--- config.mk ---
export PLATFORM = sky130hd
export DESIGN_NAME = jpeg_rle_vli_encoder
export DESIGN_NICKNAME = d
export VERILOG_FILES = /design/src/rtl/jpeg_rle_vli_encoder.sv
export SDC_FILE = /design/constraint.sdc
export NUM_CORES = 1
export LEC_CHECK = 0
export CAP_MARGIN = 10
export CORE_MARGIN = 2
export CORE_UTILIZATION = 40
export CTS_CLUSTER_DIAMETER = 80
export CTS_CLUSTER_SIZE = 8
export DETAILED_ROUTE_END_ITERATION = 12
export HOLD_SLACK_MARGIN = 0.12
export SLEW_MARGIN = 25
export SYNTH_ARGS = -nofsm -noshare
export SYNTH_HDL_FRONTEND = slang
export SYNTH_SLANG_ARGS = --single-unit
--- constraint.sdc ---
create_clock -name clk -period 6.7 [get_ports clk]
set_clock_uncertainty 0.2 [all_clocks]
set_input_delay 1.34 -clock clk [delete_from_list [all_inputs] [get_ports clk]]
set_output_delay 1.34 -clock clk [all_outputs]
set_load 0.01 [all_outputs]
--- src/rtl/jpeg_rle_vli_encoder.sv ---
// ----------------------------------------------------------------------------
// jpeg_rle_vli_encoder
//
// Entropy front-end of the JPEG encode path. Takes one 8x8 block of quantised
// DCT coefficients in zigzag order (64 per block), applies DC differential
// prediction, run-length codes the AC zeros (ZRL / EOB) and emits one
// Run/Size symbol with its VLI amplitude bits per output slot.
//
// Ports:
//   clk            clock
//   rst_n          asynchronous active-low reset
//   i_coeff_valid  coefficient present
//   o_coeff_ready  coefficient accepted when valid & ready
//   i_coeff_value  signed 12-bit coefficient; block position is implicit
//   i_dc_clear     with coefficient 0 only: use predictor 0 for this block
//   o_sym_valid    symbol present
//   i_sym_ready    downstream accepts the symbol
//   o_sym_rs       {run[3:0], size[3:0]}
//   o_sym_amp      VLI amplitude bits, LSB-aligned, size bits wide
//   o_sym_is_dc    symbol carries the DC difference
//   o_sym_last     final symbol of the block (EOB or coefficient 63)
// ----------------------------------------------------------------------------
module jpeg_rle_vli_encoder (
   input  logic               clk,
   input  logic               rst_n,
   input  logic               i_coeff_valid,
   output logic               o_coeff_ready,
   input  logic signed [11:0] i_coeff_value,
   input  logic               i_dc_clear,
   output logic               o_sym_valid,
   input  logic               i_sym_ready,
   output logic [7:0]         o_sym_rs,
   output logic [10:0]        o_sym_amp,
   output logic               o_sym_is_dc,
   output logic               o_sym_last
);

   localparam logic [0:0] S_IN  = 1'b0;
   localparam logic [0:0] S_ZRL = 1'b1;

   // Block state
   logic [0:0]         r_state;
   logic [5:0]         r_idx;
   logic [5:0]         r_run;
   logic signed [11:0] r_dc_pred;
   logic signed [11:0] r_pend_val;
   logic               r_pend_last;
   logic [1:0]         r_zrl_left;

   // Output register
   logic               r_sym_valid;
   logic [7:0]         r_sym_rs;
   logic [10:0]        r_sym_amp;
   logic               r_sym_is_dc;
   logic               r_sym_last;

   logic [0:0]         w_state_nxt;
   logic [5:0]         w_idx_nxt;
   logic [5:0]         w_run_nxt;
   logic signed [11:0] w_dc_pred_nxt;
   logic signed [11:0] w_pend_val_nxt;
   logic               w_pend_last_nxt;
   logic [1:0]         w_zrl_left_nxt;

   logic               w_out_free;
   logic               w_accept;
   logic signed [12:0] w_diff13;
   logic signed [11:0] w_dc_diff;
   logic signed [11:0] w_ac_clip;
   logic signed [11:0] w_enc_val;
   logic [10:0]        w_mag;
   logic [3:0]         w_size;
   logic [10:0]        w_amp_raw;
   logic [10:0]        w_amp;

   logic               w_emit;
   logic [7:0]         w_rs;
   logic [10:0]        w_amp_o;
   logic               w_is_dc;
   logic               w_last;

   // The output slot is free when empty or being drained this cycle.
   assign w_out_free    = ~r_sym_valid | i_sym_ready;
   assign o_coeff_ready = (r_state == S_IN) & w_out_free;
   assign w_accept      = i_coeff_valid & o_coeff_ready;

   // DC difference in 13 bits, saturated to +/-2047 so size never exceeds 11.
   assign w_diff13 = {i_coeff_value[11], i_coeff_value}
                   - (i_dc_clear ? 13'sd0 : {r_dc_pred[11], r_dc_pred});

   always_comb begin
      if (w_diff13 > 13'sd2047) begin
         w_dc_diff = 12'sd2047;
      end else if (w_diff13 < -13'sd2047) begin
         w_dc_diff = -12'sd2047;
      end else begin
         w_dc_diff = w_diff13[11:0];
      end
   end

   always_comb begin
      if (i_coeff_value > 12'sd1023) begin
         w_ac_clip = 12'sd1023;
      end else if (i_coeff_value < -12'sd1023) begin
         w_ac_clip = -12'sd1023;
      end else begin
         w_ac_clip = i_coeff_value;
      end
   end

   // One shared size/VLI encoder; the held value wins while draining ZRLs.
   always_comb begin
      if (r_state == S_ZRL) begin
         w_enc_val = r_pend_val;
      end else if (r_idx == 6'd0) begin
         w_enc_val = w_dc_diff;
      end else begin
         w_enc_val = w_ac_clip;
      end
   end

   // Magnitude fits 11 bits because -2048 can never reach the encoder.
   assign w_mag = w_enc_val[11] ? (~w_enc_val[10:0] + 11'd1) : w_enc_val[10:0];

   always_comb begin
      w_size = 4'd0;
      for (int i = 0; i < 11; i++) begin
         if (w_mag[i]) begin
            w_size = 4'(i + 1);
         end
      end
   end

   // Negative values send the low bits of v-1 (one's complement of |v|).
   assign w_amp_raw = w_enc_val[11] ? (w_enc_val[10:0] - 11'd1) : w_enc_val[10:0];
   assign w_amp     = w_amp_raw & ~(11'h7FF << w_size);

   always_comb begin
      w_state_nxt     = r_state;
      w_idx_nxt       = r_idx;
      w_run_nxt       = r_run;
      w_dc_pred_nxt   = r_dc_pred;
      w_pend_val_nxt  = r_pend_val;
      w_pend_last_nxt = r_pend_last;
      w_zrl_left_nxt  = r_zrl_left;
      w_emit          = 1'b0;
      w_rs            = 8'h00;
      w_amp_o         = 11'd0;
      w_is_dc         = 1'b0;
      w_last          = 1'b0;

      if (r_state == S_ZRL) begin
         if (w_out_free) begin
            w_emit = 1'b1;
            if (r_zrl_left != 2'd0) begin
               w_rs           = 8'hF0;
               w_zrl_left_nxt = r_zrl_left - 2'd1;
            end else begin
               w_rs        = {r_run[3:0], w_size};
               w_amp_o     = w_amp;
               w_last      = r_pend_last;
               w_run_nxt   = 6'd0;
               w_state_nxt = S_IN;
            end
         end
      end else if (w_accept) begin
         w_idx_nxt = r_idx + 6'd1;
         if (r_idx == 6'd0) begin
            w_emit        = 1'b1;
            w_rs          = {4'h0, w_size};
            w_amp_o       = w_amp;
            w_is_dc       = 1'b1;
            w_dc_pred_nxt = i_coeff_value;
            w_run_nxt     = 6'd0;
         end else if (w_ac_clip == 12'sd0) begin
            if (r_idx == 6'd63) begin
               // EOB; any trailing zero run is simply dropped.
               w_emit    = 1'b1;
               w_last    = 1'b1;
               w_run_nxt = 6'd0;
            end else begin
               w_run_nxt = r_run + 6'd1;
            end
         end else if (r_run < 6'd16) begin
            w_emit    = 1'b1;
            w_rs      = {r_run[3:0], w_size};
            w_amp_o   = w_amp;
            w_last    = (r_idx == 6'd63);
            w_run_nxt = 6'd0;
         end else begin
            // First ZRL goes out now; the rest plus the held value follow.
            w_emit          = 1'b1;
            w_rs            = 8'hF0;
            w_zrl_left_nxt  = r_run[5:4] - 2'd1;
            w_pend_val_nxt  = w_ac_clip;
            w_pend_last_nxt = (r_idx == 6'd63);
            w_state_nxt     = S_ZRL;
         end
      end
   end

   always_ff @(posedge clk or negedge rst_n) begin
      if (!rst_n) begin
         r_state     <= S_IN;
         r_idx       <= 6'd0;
         r_run       <= 6'd0;
         r_dc_pred   <= 12'sd0;
         r_pend_val  <= 12'sd0;
         r_pend_last <= 1'b0;
         r_zrl_left  <= 2'd0;
      end else begin
         r_state     <= w_state_nxt;
         r_idx       <= w_idx_nxt;
         r_run       <= w_run_nxt;
         r_dc_pred   <= w_dc_pred_nxt;
         r_pend_val  <= w_pend_val_nxt;
         r_pend_last <= w_pend_last_nxt;
         r_zrl_left  <= w_zrl_left_nxt;
      end
   end

   // Output register holds while stalled and reloads without a bubble.
   always_ff @(posedge clk or negedge rst_n) begin
      if (!rst_n) begin
         r_sym_valid <= 1'b0;
         r_sym_rs    <= 8'h00;
         r_sym_amp   <= 11'd0;
         r_sym_is_dc <= 1'b0;
         r_sym_last  <= 1'b0;
      end else if (w_out_free) begin
         r_sym_valid <= w_emit;
         if (w_emit) begin
            r_sym_rs    <= w_rs;
            r_sym_amp   <= w_amp_o;
            r_sym_is_dc <= w_is_dc;
            r_sym_last  <= w_last;
         end
      end
   end

   assign o_sym_valid = r_sym_valid;
   assign o_sym_rs    = r_sym_rs;
   assign o_sym_amp   = r_sym_amp;
   assign o_sym_is_dc = r_sym_is_dc;
   assign o_sym_last  = r_sym_last;

endmodule

; ---- Word level (Yosys, flattened, before mapping)
; Index checks and enable logic that the tools add are counted.
; W data, S select, Z words.
[totals]
latchBits = 0
output_inout_bits = 23
rom_bits = 0
ramBits = 0
in_bits = 17
mem_count = 0
ff_bits = 62
[op_classes]
div = 0
add_sub_neg = 7
mul = 0
mux = 69
reduce_logical = 11
eq_ne = 7
n_bitwise = 11
n_shift = 1
order_cmp = 5
[op_table]
columns = operator, n
row1 = $mux W11, 8
row2 = $mux W12, 6
row3 = $mux W6, 8
row4 = $mux W8, 6
row5 = $mux W4, 10
row6 = $mux W1, 23
row7 = $not A11 Y11, 2
row8 = $mux W2, 7
row9 = $gt A13 B12 Y1 const B, 1
row10 = $lt A13 B12 Y1 const B, 1
row11 = $mux W13, 1
row12 = $sub A13 B13 Y13, 1
row13 = $add A6 B1 Y6 const B, 2
row14 = $gt A12 B11 Y1 const B, 1
row15 = $logic_not A12 Y1, 1
row16 = $lt A12 B11 Y1 const B, 1
row17 = $add A11 B1 Y11 const B, 1
row18 = $and A11 B11 Y11, 1
row19 = $shl A11 B4 Y11 const A, 1
row20 = $sub A11 B1 Y11 const B, 1
row21 = $ne A2 B2 Y1 const B, 4
row22 = $eq A6 B6 Y1 const B, 1
row23 = $logic_not A6 Y1, 1
row24 = $lt A6 B5 Y1 const B, 1
row25 = other kinds (12), 21

; ---- Longest topological paths before layout
; Gate-level depths: netlist of run 1.
[depth]
depth_word = 29
mapped_depth = 20

; ---- Worst setup path after synthesis of run 1
; Ideal clock, no wire load.
[synth_path]
kind = input port to flip-flop
from = in i_dc_clear
to = reg r_sym_amp[1], in the netlist o_sym_amp[1]
arrival_ns = 5.579
stages = 19
required_ns = 6.378
setup_slack_ns = 0.799
n_path_buf = 2
cell_sequence = clkbuf_1 > nand2b_1 > ha_1 > buf_4 > a21oi_2 > o211ai_1 > a221oi_1 > nand2_1 > o32ai_1 > a31oi_2 > inv_2 > ha_1 > o2111ai_1 > a211oi_2 > mux2_2 > o32ai_1 > a2bb2o_4 > or3_1 > a32o_1
[synth_via]
elab_chain_len = 29
[synth_lines]
columns = element, line
row1 = from (decl), 29  ; input logic i_dc_clear,
row2 = $mux W13 (*), 89  ; - (i_dc_clear ? 13'sd0 : {r_dc_pred[11], r_dc_pred});
row3 = $sub A13 B13 Y13 (*), 89
row4 = $lt A13 B12 Y1, 94  ; end else if (w_diff13 < -13'sd2047) begin
row5 = $mux W12, 94
row6 = $mux W12 (*), 92  ; if (w_diff13 > 13'sd2047) begin
row7 = $mux W12 (*), 115  ; end else if (r_idx == 6'd0) begin
row8 = $mux W12 (*), 113  ; if (r_state == S_ZRL) begin
row9 = $not A11 Y11, 123  ; assign w_mag = w_enc_val[11] ? (~w_enc_val[10:0] + 11'd1) : w_enc_val[10:0];
row10 = [13 not listed], n/a
row11 = $shl A11 B4 Y11, 136  ; assign w_amp = w_amp_raw & ~(11'h7FF << w_size);
row12 = $not A11 Y11, 136
row13 = $and A11 B11 Y11 (*), 136
row14 = $mux W11, 184  ; end else if (r_run < 6'd16) begin
row15 = $mux W11, 175  ; end else if (w_ac_clip == 12'sd0) begin
row16 = $mux W11, 168  ; if (r_idx == 6'd0) begin
row17 = $mux W11, 166  ; end else if (w_accept) begin
row18 = $mux W11 (*), 152  ; if (r_state == S_ZRL) begin
row19 = to (signal assigned), 234  ; r_sym_amp <= w_amp_o;
row20 = to (decl), 53  ; logic [10:0] r_sym_amp;
; Mark *: on every way between the ends. The rest lies on a longest branch, timed or not.
; A chain may end at the register's enable or synchronous reset.

; ---- Worst setup path after layout of run 1
; Same ends and word-level chain as after synthesis.

==> results of run 1 <==
==> layer usage <==
layer	vias up	track usage [%]	wire, µm
met2	166	32.4	6430
met5	-	0	0
li1	2294	-	-
met4	0	6.63	255
met1	2296	30.5	6910
met3	28	4.52	791
==> cell usage after synthesis (6+ instances only) <==
master,number,share of area (%)
nand3_1,19,1.9
and3_1,6,0.73
xnor2_1,15,2.6
ha_1,21,5.1
xor2_1,11,1.9
nor3_1,13,1.3
clkbuf_1,17,1.2
a21oi_1,33,3.2
inv_1,12,0.88
nor2b_1,10,1.2
nand2b_1,30,3.7
dfrtp_1,62,30
nor2_1,31,2.3
o21ai_0,50,4.9
o31ai_1,7,1.0
mux2_2,16,3.5
nand2_1,74,5.4
a22oi_1,11,1.6
a21o_1,9,1.3
nor4_1,6,0.73
==> metrics by stage <==
stage | setup slack [ns] | hold slack, ns | cell area, µm² | util (%)
finish | 0.322 | 0.274 | 6050 | 48.1
CTS | 0.375 | 0.280 | 6050 | 48.1
floorplan | 0.799 | 0.242 | 5130 | -
global placement | 0.182 | 0.263 | 5760 | 45.8
detailed placement | 0.0494 | 0.268 | 5760 | 45.8
global route | 0.00929 | 0.294 | 6050 | 48.1
==> how the worst min path moves through the flow <==
stage	startpoint	to	cells past startpoint
2_1_floorplan	r_dc_pred[0]$_DFFE_PN0P_	r_dc_pred[0]$_DFFE_PN0P_	2
3_3_place_gp	r_pend_val[1]$_DFFE_PN0P_	r_pend_val[1]$_DFFE_PN0P_	2
3_5_place_dp	r_dc_pred[0]$_DFFE_PN0P_	r_dc_pred[0]$_DFFE_PN0P_	2
4_1_cts	r_dc_pred[0]$_DFFE_PN0P_	r_dc_pred[0]$_DFFE_PN0P_	2
5_1_grt	o_sym_rs[4]$_DFFE_PN0P_	o_sym_rs[4]$_DFFE_PN0P_	2
6_report	o_sym_amp[3]$_DFFE_PN0P_	o_sym_amp[3]$_DFFE_PN0P_	2
==> cell type report <==
type,count,area share (%)
inverters,14,0.869
flip-flops and latches,62,25.6
repair buffers,61,9.10
well taps,172,3.56
clock buffers,11,4.01
clock inverters,4,0.786
multi-input cells,492,56.0
==> critical path, stage by stage <==
cell             delay [ns]
clkdlybuf4s50_1        0.56
nand2b_1               0.22
ha_1                   0.40
a21oi_1                0.26
o221ai_1               0.24
a221oi_2               0.36
or2_1                  0.33
a31oi_4                0.17
o211ai_1               0.16
and2_1                 0.19
ha_1                   0.18
o2111ai_1              0.18
a211oi_2               0.32
mux2_2                 0.38
o32ai_1                0.22
a2bb2o_4               0.27
or3_1                  0.34
a32o_1                 0.25
==> sequential cells by signal (all words and copies together), names as in the netlist, 2 cells and up <==
register,count
r_dc_pred,12
r_pend_val,12
r_zrl_left,2
o_sym_amp,11
r_run,6
r_idx,6
o_sym_rs,8
==> report_power, final <==
part / internal [mW] / switching, mW
clock: 0.294 / 0.165
combinational: 0.437 / 0.619
sequential: 0.453 / 0.0534
total: 1.19 / 0.837
==> cells by family (layout without fill, tap and decap cells) <==
| group | after synthesis | count (layout) |
|---|---|---|
| XOR/XNOR | 28 | 28 |
| adder cells (fa/ha/maj) | 22 | 22 |
| multiplexers | 21 | 21 |
| flip-flops | 62 | 62 |
| AND/OR/NAND/NOR | 236 | 236 |
| buffers and inverters | 42 | 90 |
| AO/OA/AOI/OAI | 185 | 185 |
==> summary.txt, run 1 <==
Tmin final -> 6.38 ns
Power consumption -> 2.02 mW
Postcts setup bufs -> 0
Synth warn -> 0
Initial Util -> 40.9%
DIE HEIGHT -> 117 µm
Final setup fails -> 0
Total CTS buffers -> 9
Total gr overflow -> 0
XOR/XNOR share of the synthesized area -> 5.07%
Synth Area in Simple Gates -> 24.1%
Unrepaired setup endpoints after global routing -> no
H-tree Lvls -> 3
Seq/Total Area, Yosys -> 30.2%
Worst reg-to-reg path cell count -> 19
Core Region -> 12600 µm²
N_diodes -> 0
Most frequent cells in the layout -> 74 x nand2_1, 62 x dfrtp_1, 50 x o21ai_0
Worst r2r src -> r_dc_pred[0]$_DFFE_PN0P_
Rows -> 41
Gr usage total -> 21.4%
RePlAce Congestion -> 0.863
EDFF count, synth -> 0
DRT Wirelength -> 14.4 mm
Async SR Flop Fraction -> 100%
Io pins -> 40
Mux share of post-synthesis cell area -> 4.61%
Crit Path Max Fanout -> 12
Distinct cells, synth -> 92
HPWL Detailed -> 11.0 mm
Slew Viols, Final -> 0
Number of fill cells -> 1231
Mapped Area -> 5130 µm²
Setup CP Type -> in -> reg
Nets -> 679
Worst Path Arrival -> 6.39 ns
F_max -> 0.157 GHz
Final period util -> 95.2%
Compound-Gate Fraction of Synth Area -> 26.7%
Largest family of logic cells by synthesized area -> compound AO/OA/AOI/OAI gates
Fin cells -> 816
Max Root-Sink Buffers -> 2
Synth Instances -> 596
Syn Area/Cell -> 8.62 µm²
Die area -> 13800 µm²
CP Data Required Time -> 6.72 ns
Worst Setup SP -> i_dc_clear
Via/cell ratio -> 5.86
Pleak -> 2.46 nW
Reg area -> 1550 µm²
WL/cell -> 17.6 µm
Crit end category -> register
Max cap viols -> 0
RR Endpoint -> o_sym_amp[1]$_DFFE_PN0P_
Worst-path clk slew -> 0.05 ns
Via Count -> 4784
DRT antenna net count -> 0
Status -> finished, final reports clean
Clock Root Buffer -> clkbuf_16
Worst slew margin -> 37.6%
Vias in the first global route -> 4556
Post-Synth Adder-Cell Area -> 5.51%
Initial antenna violation count -> 0
I/O Buffers -> 39
Hold Crit Class -> reg -> reg
Residual DRC -> 0
Largest net degree at the start of global routing -> 63
Fraction of layout instances using a drive strength above 1 -> 14.3%
Power Dens Cells -> 334 nW/µm²
Commonest non-fill, non-tap cell in the layout -> nand2_1
Top FF cell, synth -> dfrtp_1
Startpoint types -> input port
Clk_lat worst skew -> 0.33 ns
Multi-input logic area -> 3390 µm²
Reg2Reg Setup Slack -> 1.60 ns
Worst VDD drop -> 152 µV
Area Growth Syn to Fin -> 17.8%
Die X -> 117 µm
CTS tree -> yes
First-pass GRT wire length -> 24.0 mm
Synth Register Bits -> 62
Critical Path End -> o_sym_amp[1]$_DFFE_PN0P_
Fin Setup TNS -> 0 ns
Drt first pass iters -> 6
Final Hold Vio Count -> 0
Placed Instances -> 801
Slew @ Worst Pin -> 0.932 ns
CTS Hold Bufs -> 0
Post-Syn Nets -> 635
# clock sinks -> 62
Initial DRC count -> 415
Post-cts sizing count -> 0
Note: power is estimated with default switching activity, not from simulation.
==> run 2: changes to the inputs <==
--- a/config.mk
+++ b/config.mk
@@ -16,3 +16,4 @@
 export SYNTH_ARGS = -nofsm -noshare
 export SYNTH_HDL_FRONTEND = slang
 export SYNTH_SLANG_ARGS = --single-unit
+export TNS_END_PERCENT = 20
==> results of run 2 <==
No change in the layout: final DEF, timing and power equal those of run 1.
==> run 3: changes to the inputs <==
--- a/config.mk
+++ b/config.mk
@@ -5,6 +5,7 @@
 export SDC_FILE = /design/constraint.sdc
 export NUM_CORES = 1
 export LEC_CHECK = 0
+export ABC_CLOCK_PERIOD_IN_PS = 6700
 export CAP_MARGIN = 10
 export CORE_MARGIN = 2
 export CORE_UTILIZATION = 40
==> results of run 3 <==
No change in the layout: final DEF, timing and power equal those of run 1.
